<file path="config.mk">
export PLATFORM = sky130hd
export DESIGN_NAME = conv_encoder_flat
export DESIGN_NICKNAME = d
export VERILOG_FILES = /design/src/rtl/conv_encoder_if.sv /design/src/rtl/conv_encoder.sv /design/src/flat_wrapper.sv
export SDC_FILE = /design/constraint.sdc
export NUM_CORES = 1
export LEC_CHECK = 0
export ABC_AREA = 1
export BUFFER_PORTS_ARGS = -buffer_cell sky130_fd_sc_hd__clkbuf_2
export CORE_MARGIN = 4
export CORE_UTILIZATION = 50
export DETAILED_ROUTE_END_ITERATION = 10
export GPL_TIMING_DRIVEN = 0
export PLACE_DENSITY = 0.69
export REMOVE_ABC_BUFFERS = 1
export SKIP_LAST_GASP = 1
export SYNTH_ARGS = -nofsm -noshare
export SYNTH_HDL_FRONTEND = slang
export SYNTH_SLANG_ARGS = --single-unit
</file>
<file path="constraint.sdc">
create_clock -name clk -period 6.45 [get_ports clk]
set_input_delay 1.29 -clock clk [delete_from_list [all_inputs] [get_ports clk]]
set_output_delay 1.29 -clock clk [all_outputs]
set_load 0.02 [all_outputs]
</file>
<file path="src/rtl/conv_encoder_if.sv">
// Source bit handshake and coded-symbol output bundle for conv_encoder.
// The slave side is the encoder; the master side feeds bits and consumes symbols.
interface conv_encoder_if;
    logic       s_valid;
    logic       s_data;
    logic       s_ready;
    logic [1:0] d_out;
    logic       d_valid;
    logic       frame_start;
    logic       frame_last;

    modport master (
        output s_valid,
        output s_data,
        input  s_ready,
        input  d_out,
        input  d_valid,
        input  frame_start,
        input  frame_last
    );

    modport slave (
        input  s_valid,
        input  s_data,
        output s_ready,
        output d_out,
        output d_valid,
        output frame_start,
        output frame_last
    );
endinterface

</file>
<file path="src/rtl/conv_encoder.sv">
// Rate-1/2 K=4 convolutional encoder (g0=17, g1=15 octal) with an input bit FIFO,
// fixed-length framing and a 3-symbol zero tail that returns the trellis to state 000.
module conv_encoder #(
    parameter int unsigned FRAME_LEN  = 1024,
    parameter int unsigned FIFO_DEPTH = 4
) (
    input  logic           clk,
    input  logic           rst,
    input  logic           enable,
    conv_encoder_if.slave  bus,
    output logic           underrun
);

    localparam int unsigned PtrW = $clog2(FIFO_DEPTH);
    localparam int unsigned CntW = PtrW + 1;
    localparam logic [9:0]  DataLast = 10'(FRAME_LEN - 4);
    localparam logic [9:0]  TailLast = 10'(FRAME_LEN - 1);
    localparam logic [CntW-1:0] FullCnt = CntW'(FIFO_DEPTH);

    typedef enum logic [1:0] {StIdle, StData, StTail} state_e;

    state_e          state_q, state_d;
    logic [2:0]      enc_q, enc_d;
    logic [9:0]      sym_cnt_q, sym_cnt_d;
    logic            mem_q [FIFO_DEPTH];
    logic [PtrW-1:0] wr_ptr_q, wr_ptr_d;
    logic [PtrW-1:0] rd_ptr_q, rd_ptr_d;
    logic [CntW-1:0] fifo_cnt_q, fifo_cnt_d;
    logic            s_ready_q, s_ready_d;
    logic [1:0]      d_out_q, d_out_d;
    logic            d_valid_q, d_valid_d;
    logic            frame_start_q, frame_start_d;
    logic            frame_last_q, frame_last_d;
    logic            underrun_q, underrun_d;

    logic push, pop, encode, bit_in;

    assign push = bus.s_valid && s_ready_q;

    always_comb begin
        state_d       = state_q;
        enc_d         = enc_q;
        sym_cnt_d     = sym_cnt_q;
        underrun_d    = underrun_q;
        pop           = 1'b0;
        encode        = 1'b0;
        bit_in        = 1'b0;
        frame_start_d = 1'b0;
        frame_last_d  = 1'b0;

        unique case (state_q)
            StIdle: begin
                if (enable) begin
                    state_d   = StData;
                    sym_cnt_d = '0;
                    enc_d     = '0;
                end
            end
            StData: begin
                if (!enable) begin
                    state_d   = StIdle;
                    enc_d     = '0;
                    sym_cnt_d = '0;
                end else begin
                    encode = 1'b1;
                    // An empty slot is stuffed with 0; a same-cycle push is not bypassed.
                    if (fifo_cnt_q != '0) begin
                        pop    = 1'b1;
                        bit_in = mem_q[rd_ptr_q];
                    end else begin
                        underrun_d = 1'b1;
                    end
                    frame_start_d = (sym_cnt_q == '0);
                    sym_cnt_d     = sym_cnt_q + 10'd1;
                    if (sym_cnt_q == DataLast) begin
                        state_d = StTail;
                    end
                end
            end
            StTail: begin
                if (!enable) begin
                    state_d   = StIdle;
                    enc_d     = '0;
                    sym_cnt_d = '0;
                end else begin
                    encode       = 1'b1;
                    frame_last_d = (sym_cnt_q == TailLast);
                    sym_cnt_d    = sym_cnt_q + 10'd1;
                    if (sym_cnt_q == TailLast) begin
                        state_d   = StData;
                        sym_cnt_d = '0;
                    end
                end
            end
            default: begin
                state_d   = StIdle;
                enc_d     = '0;
                sym_cnt_d = '0;
            end
        endcase

        if (!enable) begin
            underrun_d = 1'b0;
        end

        d_valid_d = encode;
        d_out_d   = 2'b00;
        if (encode) begin
            d_out_d = {bit_in ^ enc_q[2] ^ enc_q[1] ^ enc_q[0], bit_in ^ enc_q[2] ^ enc_q[0]};
            enc_d   = {bit_in, enc_q[2:1]};
        end
    end

    always_comb begin
        wr_ptr_d   = wr_ptr_q;
        rd_ptr_d   = rd_ptr_q;
        fifo_cnt_d = fifo_cnt_q;
        if (push) begin
            wr_ptr_d = wr_ptr_q + PtrW'(1);
        end
        if (pop) begin
            rd_ptr_d = rd_ptr_q + PtrW'(1);
        end
        unique case ({push, pop})
            2'b10:   fifo_cnt_d = fifo_cnt_q + CntW'(1);
            2'b01:   fifo_cnt_d = fifo_cnt_q - CntW'(1);
            default: fifo_cnt_d = fifo_cnt_q;
        endcase
        s_ready_d = (fifo_cnt_d != FullCnt);
    end

    always_ff @(posedge clk or negedge rst) begin
        if (!rst) begin
            state_q       <= StIdle;
            enc_q         <= '0;
            sym_cnt_q     <= '0;
            wr_ptr_q      <= '0;
            rd_ptr_q      <= '0;
            fifo_cnt_q    <= '0;
            s_ready_q     <= 1'b0;
            d_out_q       <= 2'b00;
            d_valid_q     <= 1'b0;
            frame_start_q <= 1'b0;
            frame_last_q  <= 1'b0;
            underrun_q    <= 1'b0;
        end else begin
            state_q       <= state_d;
            enc_q         <= enc_d;
            sym_cnt_q     <= sym_cnt_d;
            wr_ptr_q      <= wr_ptr_d;
            rd_ptr_q      <= rd_ptr_d;
            fifo_cnt_q    <= fifo_cnt_d;
            s_ready_q     <= s_ready_d;
            d_out_q       <= d_out_d;
            d_valid_q     <= d_valid_d;
            frame_start_q <= frame_start_d;
            frame_last_q  <= frame_last_d;
            underrun_q    <= underrun_d;
        end
    end

    // Storage needs no reset: occupancy is tracked by the pointers and count.
    always_ff @(posedge clk) begin
        if (push) begin
            mem_q[wr_ptr_q] <= bus.s_data;
        end
    end

    assign bus.s_ready     = s_ready_q;
    assign bus.d_out       = d_out_q;
    assign bus.d_valid     = d_valid_q;
    assign bus.frame_start = frame_start_q;
    assign bus.frame_last  = frame_last_q;
    assign underrun        = underrun_q;

endmodule

</file>
<file path="src/flat_wrapper.sv">
// flat-port wrapper written by rule: the top's interface ports become plain ports
module conv_encoder_flat 
#(
    parameter int unsigned FRAME_LEN  = 1024,
    parameter int unsigned FIFO_DEPTH = 4
)
  (clk, rst, enable, underrun, bus_s_valid, bus_s_data, bus_s_ready, bus_d_out, bus_d_valid, bus_frame_start, bus_frame_last);
  conv_encoder_if bus_i ();
  input  logic clk;
  input  logic rst;
  input  logic enable;
  output logic underrun;
  input wire logic [$bits(bus_i.s_valid)-1:0] bus_s_valid;
  input wire logic [$bits(bus_i.s_data)-1:0] bus_s_data;
  output wire logic [$bits(bus_i.s_ready)-1:0] bus_s_ready;
  output wire logic [$bits(bus_i.d_out)-1:0] bus_d_out;
  output wire logic [$bits(bus_i.d_valid)-1:0] bus_d_valid;
  output wire logic [$bits(bus_i.frame_start)-1:0] bus_frame_start;
  output wire logic [$bits(bus_i.frame_last)-1:0] bus_frame_last;
  assign bus_i.s_valid = bus_s_valid;
  assign bus_i.s_data = bus_s_data;
  assign bus_s_ready = bus_i.s_ready;
  assign bus_d_out = bus_i.d_out;
  assign bus_d_valid = bus_i.d_valid;
  assign bus_frame_start = bus_i.frame_start;
  assign bus_frame_last = bus_i.frame_last;
  conv_encoder #(.FRAME_LEN(FRAME_LEN), .FIFO_DEPTH(FIFO_DEPTH)) u_core (.clk(clk), .rst(rst), .enable(enable), .bus(bus_i), .underrun(underrun));
endmodule
</file>
Word-level counts from Yosys, hierarchy flattened. Memory sizes are Yosys's and may differ from the RTL's. Cells that the tools add are included. Widths: inputs -> output; s select.

Bits in registers: 29. Latch bits: 0. RAM bits: 4. Bits in read-only memories: 0. Output and inout port bits: 7. Word-level logic and storage cells: 78. Memories: 1.

Memories: u_core.mem_q (words 4, width 1, read ports 1, clocked after memory_dff 0, write ports 1, RTL line conv_encoder.sv:25) `logic mem_q [FIFO_DEPTH];`.

Add/sub/neg operators: 5. $mul: 0. Divide/modulo/power cells: 0. Magnitude comparators: 0. Equal/unequal tests: 14. Shift-type cells: 0. Mux-type cells: 34. Bitwise logic cells: 4. Reduce and logical (&&, ||, !) cells: 8.

Operator list (number): $mux 10 (4); $pmux 10 s3 (1); $eq 10x10->1 const B (2); $mux 1 (17); $mux 2 (6); $ne 3x2->1 const B (4); $pmux 3 s2 (2); $add 10x1->10 const B (1); $logic_not 10->1 (1); $mux 3 (3); $pmux 2 s3 (1); $add 2x1->2 const B (2); $eq 2x1->1 const B (2); $eq 2x2->1 const B (2); $ne 2x2->1 const B (2); $reduce_and 2->1 (2); $xor 1x1->1 (4); $add 3x1->3 const B (1); $ne 3x3->1 const B (1); $reduce_and 3->1 (1); $reduce_bool 3->1 (1); $sub 3x1->3 const B (1); $logic_not 2->1 (1); $ne 2x1->1 const B (1); 2 further kinds (2).

Longest topological paths before layout. Gate-level depths: netlist of run 1.

Word-level depth: 8. Gate-level depth with buffers: 11.

Worst setup path before layout of run 1. No wires, ideal clock.

Path type: input to register. From: in enable. To: reg u_core.s_ready_q (netlist: u_core.bus.s_ready). Library setup time: 0.125 ns. Data arrival time: 2.537 ns. Slack: 3.788 ns. Cell stages on the path: 9. Path buffers: 0. Cells stage by stage: nand2_2 -> nor2_4 -> ha_1 -> inv_1 -> fa_1 -> a21oi_1 -> o21ai_0 -> xnor2_1 -> nand2_1.

Cells in the longest elaborated chain, start to end: 5.

Ends and longest elaborated chain: from (decl) (RTL line flat_wrapper.sv:11) `input logic enable;`; $mux 1 (*) (RTL line conv_encoder.sv:60) `if (!enable) begin`; $mux 1 (*) (RTL line conv_encoder.sv:51) `unique case (state_q)`; named net u_core.pop (RTL line conv_encoder.sv:36) `logic push, pop, encode, bit_in;`; $eq 2x1->1 or $eq 2x2->1 (tied branches) (RTL line conv_encoder.sv:124) `unique case ({push, pop})`; $pmux 3 s2 (*) (RTL line conv_encoder.sv:124); named net u_core.fifo_cnt_d[2] (RTL line conv_encoder.sv:28) `logic [CntW-1:0] fifo_cnt_q, fifo_cnt_d;`; $ne 3x3->1 (*) (RTL line conv_encoder.sv:129) `s_ready_d = (fifo_cnt_d != FullCnt);`; named net u_core.s_ready_d (RTL line conv_encoder.sv:29) `logic s_ready_q, s_ready_d;`; to (signal assigned) (RTL line conv_encoder.sv:153) `s_ready_q <= s_ready_d;`; to (decl) (RTL line conv_encoder.sv:29).

Mark *: on every way through the listed nets, which the timed path passes. The rest lies on a longest branch. A chain may end at the register's enable or synchronous reset.

Worst setup path after layout of run 1. Ends and elaborated chain as after synthesis.

==> results.md, run 1 <==
- Clock slew at reported path FFs: 0.10 ns
- Sw power: 271 uW
- First-pass GRT wire length: 5410 microns
- P_leak: 0.000922 uW
- DRT Pass-1 Iters: 4
- Placed cell count: 239
- Max-Cap Viols: 0
- Clock share of power: 0.245
- Port Buffer Count: 11
- Register area share after synthesis: 0.485
- Pint: 452 uW
- CP required: 6.68 ns
- Post-route DRC: 0
- # fillers: 325
- Area leader, netlist: dfrtp_1
- CTS tree: yes
- HP Class: reg -> reg
- Vias per inst: 4.81
- Fmax: 379 MHz
- Cts-stage hold buffer count: 0
- Final ANT Viol Nets: 0
- Reg power frac: 0.405
- Ys async rst share: 0.879
- Synth top cells by count: 33 x inv_1, 29 x dfrtp_1, 27 x nand2_1, 11 x ha_1, 10 x nor2_1
- Die area: 4500 sq um
- CP delay by family, top: adder cells
- Tot Pwr: 723 uW
- WL/cell: 12.0 microns
- Layout cells sized above 1: 0.209
- Net Sw Frac: 0.375
- CTS Root Cell: clkbuf_4
- CP Class: in -> reg
- Mapped Cells: 183
- H-Tree Depth: 2
- Post-CTS setup buffers: 0
- Cells along the critical path: clkbuf_2, nand2_2, nor2_4, ha_1, inv_1, fa_1, a21oi_1, o21ai_0, xnor2_1, nand2_1
- Post-Layout Cell Count: 247
- Setup-failing EPs final: 0
- GRT overflow: 0
- CP Data Arrival Time: 2.86 ns
- #FFs+latches synth: 33
- Max_slew headroom: 0.526
- CP max stage delay: 0.38 ns
- Initial Util: 0.519
- Die Y: 67.1 microns
- CP max FO: 5
- P&R area growth vs syn: 11.8%
- Netlist cell types: 32
- Mapped Area: 1740 sq um
- Total CTS buffers: 5
- Die width: 67.1 microns
- Area fraction of the dominant cell type after synthesis: 0.416
- Worst path slowest cell: fa_1
- Endpoints failing hold: 0
- Final WS setup: 3.81 ns
- Vias: 1188
- Primary FF master, synth: dfrtp_1
- Core region area: 3360 sq um
- Clk_skew: 0.00662 ns
- Worst skew pair latency: 0.34 ns
- Pwr dens: 371 nW/um^2
- Vias in the first global route: 1202
- Antenna violations before repair: 0
- Period Utilization, post-route: 0.409
- Post_cts resized: 0
- Worst vdd ir: 0.208 mV
- Slew @ Worst Pin: 0.711 ns
- Largest net degree at the start of global routing: 30
- Crit. End Element: flip-flop
- N_diodes: 0
- CP Launch Type: input pin
- Hpwl dp: 2250 microns
- Slew Viols, Final: 0
- Final WL: 2960 microns
- Synthesis Warnings: 0
- Sum Neg Setup Slack: 0 ns
- Maximum clock path buffer count: 2
- RD Place Congestion: 0.852
- IO Count: 12
- RSZ-0062 raised after global routing: no
- Syn avg cell area: 9.53 sq um
- Top cells by area, synth: dfrtp_1 42%, ha_1 7.9%, inv_1 7.1%
- Crit path buffers/inverters: 2
- Total track usage: 0.166
- Core Rows: 21
- Initial DRC count: 34
- Min Tclk post-route: 2.64 ns
- Clock tree sinks: 33
- Status: finished, final reports clean
- Top-count cell post-synth: inv_1
- Final #Nets: 217
- Part of the power in combinational logic: 0.349
- Post-synth EDFFs: 4
- Pre-CTS setup slack: 3.46 ns
[state kept, by name (all words and copies together), names as in the netlist, 2 cells and up]
name,count
u_core.fifo_cnt_q,3
u_core.wr_ptr_q,2
u_core.enc_q,3
u_core.mem_q,4
u_core.state_q,2
u_core.sym_cnt_q,10
u_core.rd_ptr_q,2
u_core.bus.d_out,2
[worst paths after layout]
check | from | endpoint | slack (ns) | cells after the start
setup reg to reg | u_core.state_q[1] | u_core.bus.s_ready | 4.19 | 11
hold reg to reg | u_core.enc_q[1] | u_core.bus.d_out[1] | 0.52 | 3
hold / removal | u_core.enc_q[1] | u_core.bus.d_out[1] | 0.52 | 3
min in group asynchronous | rst | u_core.rd_ptr_q[1] | 0.98 | 1
max in group asynchronous | rst | u_core.underrun | 5.01 | 1
setup / recovery | enable | u_core.bus.s_ready | 3.81 | 10
[placed cells by master, fill, tap and decap left out, types with 5 or more instances in the layout]
| master | n |
|---|---|
| inv_1 | 33 |
| dfrtp_1 | 29 |
| nand2_1 | 27 |
| ha_1 | 11 |
| clkbuf_2 | 11 |
| nor2_1 | 10 |
| nand3_1 | 9 |
| xor2_1 | 7 |
| a21oi_2 | 6 |
| clkbuf_4 | 5 |
[area by class of cell]
type / instances / area [sq um] / share of cell area
Sequential cell: 33 / 846 / 0.434
Multi-Input combinational cell: 116 / 769 / 0.395
Inverter: 33 / 124 / 0.0635
Clock buffer: 6 / 62.6 / 0.0321
Tap cell: 46 / 57.6 / 0.0295
Timing Repair Buffer: 11 / 55.1 / 0.0282
Clock inverter: 2 / 35.0 / 0.0180
[metal layers]
metal	GRT usage	wire length, microns	up-vias
met4	0.0835	65	0
met5	0	0	-
met1	0.212	1380	555
met2	0.255	1410	13
li1	-	-	613
met3	0.0455	96	7
[metrics by stage]
stage          hold WS [ns]  area (sq um)   util
6_report              0.520          1950  0.580
5_1_grt               0.556          1950  0.580
4_1_cts               0.522          1950  0.580
3_5_place_dp          0.505          1850  0.551
3_3_place_gp          0.494          1850  0.551
2_1_floorplan         0.472          1740      -
[power by group through the flow]
stage / clock (uW) / combinational [uW] / sequential, uW
final: 177 / 252 / 293
after global routing: 191 / 297 / 298
after detailed placement: 0 / 255 / 297
after global placement: 0 / 245 / 293
after floorplan: 0 / 184 / 303
after CTS: 182 / 257 / 293
[logic make-up after synthesis]
| group | synth area share |
|---|---|
| flip-flops | 0.485 |
| XOR/XNOR | 0.0552 |
| buffers and inverters | 0.0739 |
| AND/OR/NAND/NOR | 0.189 |
| AO/OA/AOI/OAI | 0.107 |
| adder cells (fa/ha/maj) | 0.0904 |
[worst register-to-register path, stage by stage, from the launching register on]
cell	delay, ns
dfrtp_1	0.43
inv_1	0.09
ha_1	0.20
nand2_2	0.12
nor2_4	0.19
ha_1	0.17
inv_1	0.07
fa_1	0.38
a21oi_1	0.14
o21ai_0	0.11
xnor2_1	0.19
nand2_1	0.07
(Power assumes the default switching activity.)
==> run 2: changes to the inputs <==
Settings changed: PLACE_DENSITY 0.69 to 0.72.
Clock period 6.45 ns to 2.4 ns, I/O delays scaled along.
==> results.md, run 2 (same netlist as run 1, synthesis figures left out) <==
- Status: finished, final reports clean
- First-pass GRT wire length: 4950 microns
- Max-Cap Viols: 0
- Reg2Reg Depth: 11
- Clock tree sinks: 33
- DRT Pass-1 Iters: 4
- Sw power: 727 uW
- HP Class: in -> async
- Net Sw Frac: 0.396
- Setup-failing EPs final: 0
- Port Buffer Count: 11
- Max_slew headroom: 0.535
- Worst vdd ir: 0.543 mV
- Clock slew at reported path FFs: 0.10 ns
- Hpwl dp: 2230 microns
- CP required: 2.63 ns
- Commonest non-fill, non-tap cell in the layout: inv_1
- Core Rows: 21
- # fillers: 317
- CP Data Arrival Time: 2.41 ns
- Most frequent cells in the layout: 33 x inv_1, 29 x dfrtp_1, 27 x nand2_1
- Final ANT Viol Nets: 0
- Total CTS buffers: 5
- CP Launch Type: flip-flop
- WL/cell: 11.8 microns
- CTS Root Cell: clkbuf_4
- Max FFs per register: 10
- Reg power frac: 0.429
- Post_cts resized: 0
- CP max FO: 4
- CP Class: reg -> reg
- Biggest regs: u_core.sym_cnt_q (10), u_core.mem_q (4)
- Vias: 1187
- Period Utilization, post-route: 0.910
- Worst skew pair latency: 0.33 ns
- Die Y: 67.1 microns
- IO Count: 12
- Finished Core Util: 0.574
- Placed cell count: 239
- Die area: 4500 sq um
- Endpoints failing hold: 0
- Total track usage: 0.152
- RD Place Congestion: 0.870
- Clk_skew: 0.00705 ns
- Clock share of power: 0.194
- GRT overflow: 0
- Vias in the first global route: 1182
- P&R area growth vs syn: 10.6%
- Min Tclk post-route: 2.18 ns
- Fin area: 1930 sq um
- Vias per inst: 4.79
- Final WS setup: 0.217 ns
- Post-route DRC: 0
- Slew @ Worst Pin: 0.697 ns
- Layout cells sized above 1: 0.213
- Initial DRC count: 45
- Reg2reg start: u_core.state_q[1]
- Largest net degree at the start of global routing: 30
- Dpl cell area: 1850 sq um
- Pint: 1110 uW
- Antenna violations before repair: 0
- Cts-stage hold buffer count: 0
- Maximum clock path buffer count: 2
- Biggest register: u_core.sym_cnt_q
- Pre-CTS setup slack: 0.130 ns
- RSZ-0062 raised after global routing: no
- Fmax: 458 MHz
- Post-Layout Cell Count: 248
- N_diodes: 0
- Pwr dens: 952 nW/um^2
- Die width: 67.1 microns
- Crit. End Element: flip-flop
- Final #Nets: 218
- Initial Util: 0.519
- CTS tree: yes
- H-Tree Depth: 2
- P_leak: 0.000916 uW
- Slew Viols, Final: 0
- Core region area: 3360 sq um
- Final WL: 2920 microns
- RR Endpoint: u_core.bus.s_ready
- Sum Neg Setup Slack: 0 ns
- R2R setup slack: 0.22 ns
- Part of the power in combinational logic: 0.377
## run 2: what timing repair did
action | 4_1_cts | 5_1_grt
setup endpoints to repair | 0 | 1
buffers inserted | 0 | 1
hold endpoints to repair | 0 | 0
## run 2: power by group through the flow
stage                     Combinational [uW]  Sequential [uW]  Clock, uW
after global routing                     783              805        395
final                                    692              788        357
after detailed placement                 689              802          0
after CTS                                695              790        376
after floorplan                          496              814          0
after global placement                   655              787          0
## run 2: worst max-delay path by stage
stage | endpoint | slack, ns | depth (start not counted) | startpoint
2_1_floorplan | u_core.bus.s_ready | 0.36 | 11 | u_core.state_q[1]
3_3_place_gp | u_core.bus.s_ready | 0.21 | 11 | u_core.state_q[1]
3_5_place_dp | u_core.bus.s_ready | 0.13 | 11 | u_core.state_q[1]
4_1_cts | u_core.bus.s_ready | 0.11 | 11 | u_core.state_q[1]
5_1_grt | u_core.bus.s_ready | 0.06 | 11 | u_core.state_q[1]
6_report | u_core.bus.s_ready | 0.22 | 11 | u_core.state_q[1]
## run 2: cell type report
type	count	area, sq um	area share
inverters	33	124	0.0642
well taps	46	57.6	0.0298
repair buffers	12	62.6	0.0324
flip-flops and latches	33	846	0.438
multi-input cells	116	769	0.399
clock buffers	7	65.1	0.0337
clock inverters	1	5.00	0.00259
## run 2: critical path, cell delays in order, from the launching register on
cell and delay, ns:
dfrtp_1 0.42, inv_1 0.09, ha_1 0.20, nand2_2 0.12, nor2_4 0.10, ha_1 0.15, inv_1 0.07, fa_1 0.38
a21oi_1 0.14, o21ai_0 0.11, xnor2_1 0.23, nand2_1 0.07
## run 2: routing by layer
metal  vias up  global-route usage  part of all wire
met4         0              0.0684            0.0099
met3         4              0.0556             0.032
li1        616                   -                 -
met2        14               0.252              0.48
met5         -                   0                 0
met1       553               0.173              0.47
## run 2: metrics by stage
stage	total power, uW	hold WS, ns
after floorplan	1310	0.184
after global placement	1440	0.488
after global routing	1980	0.227
after detailed placement	1490	0.509
final	1840	0.172
after CTS	1860	0.190
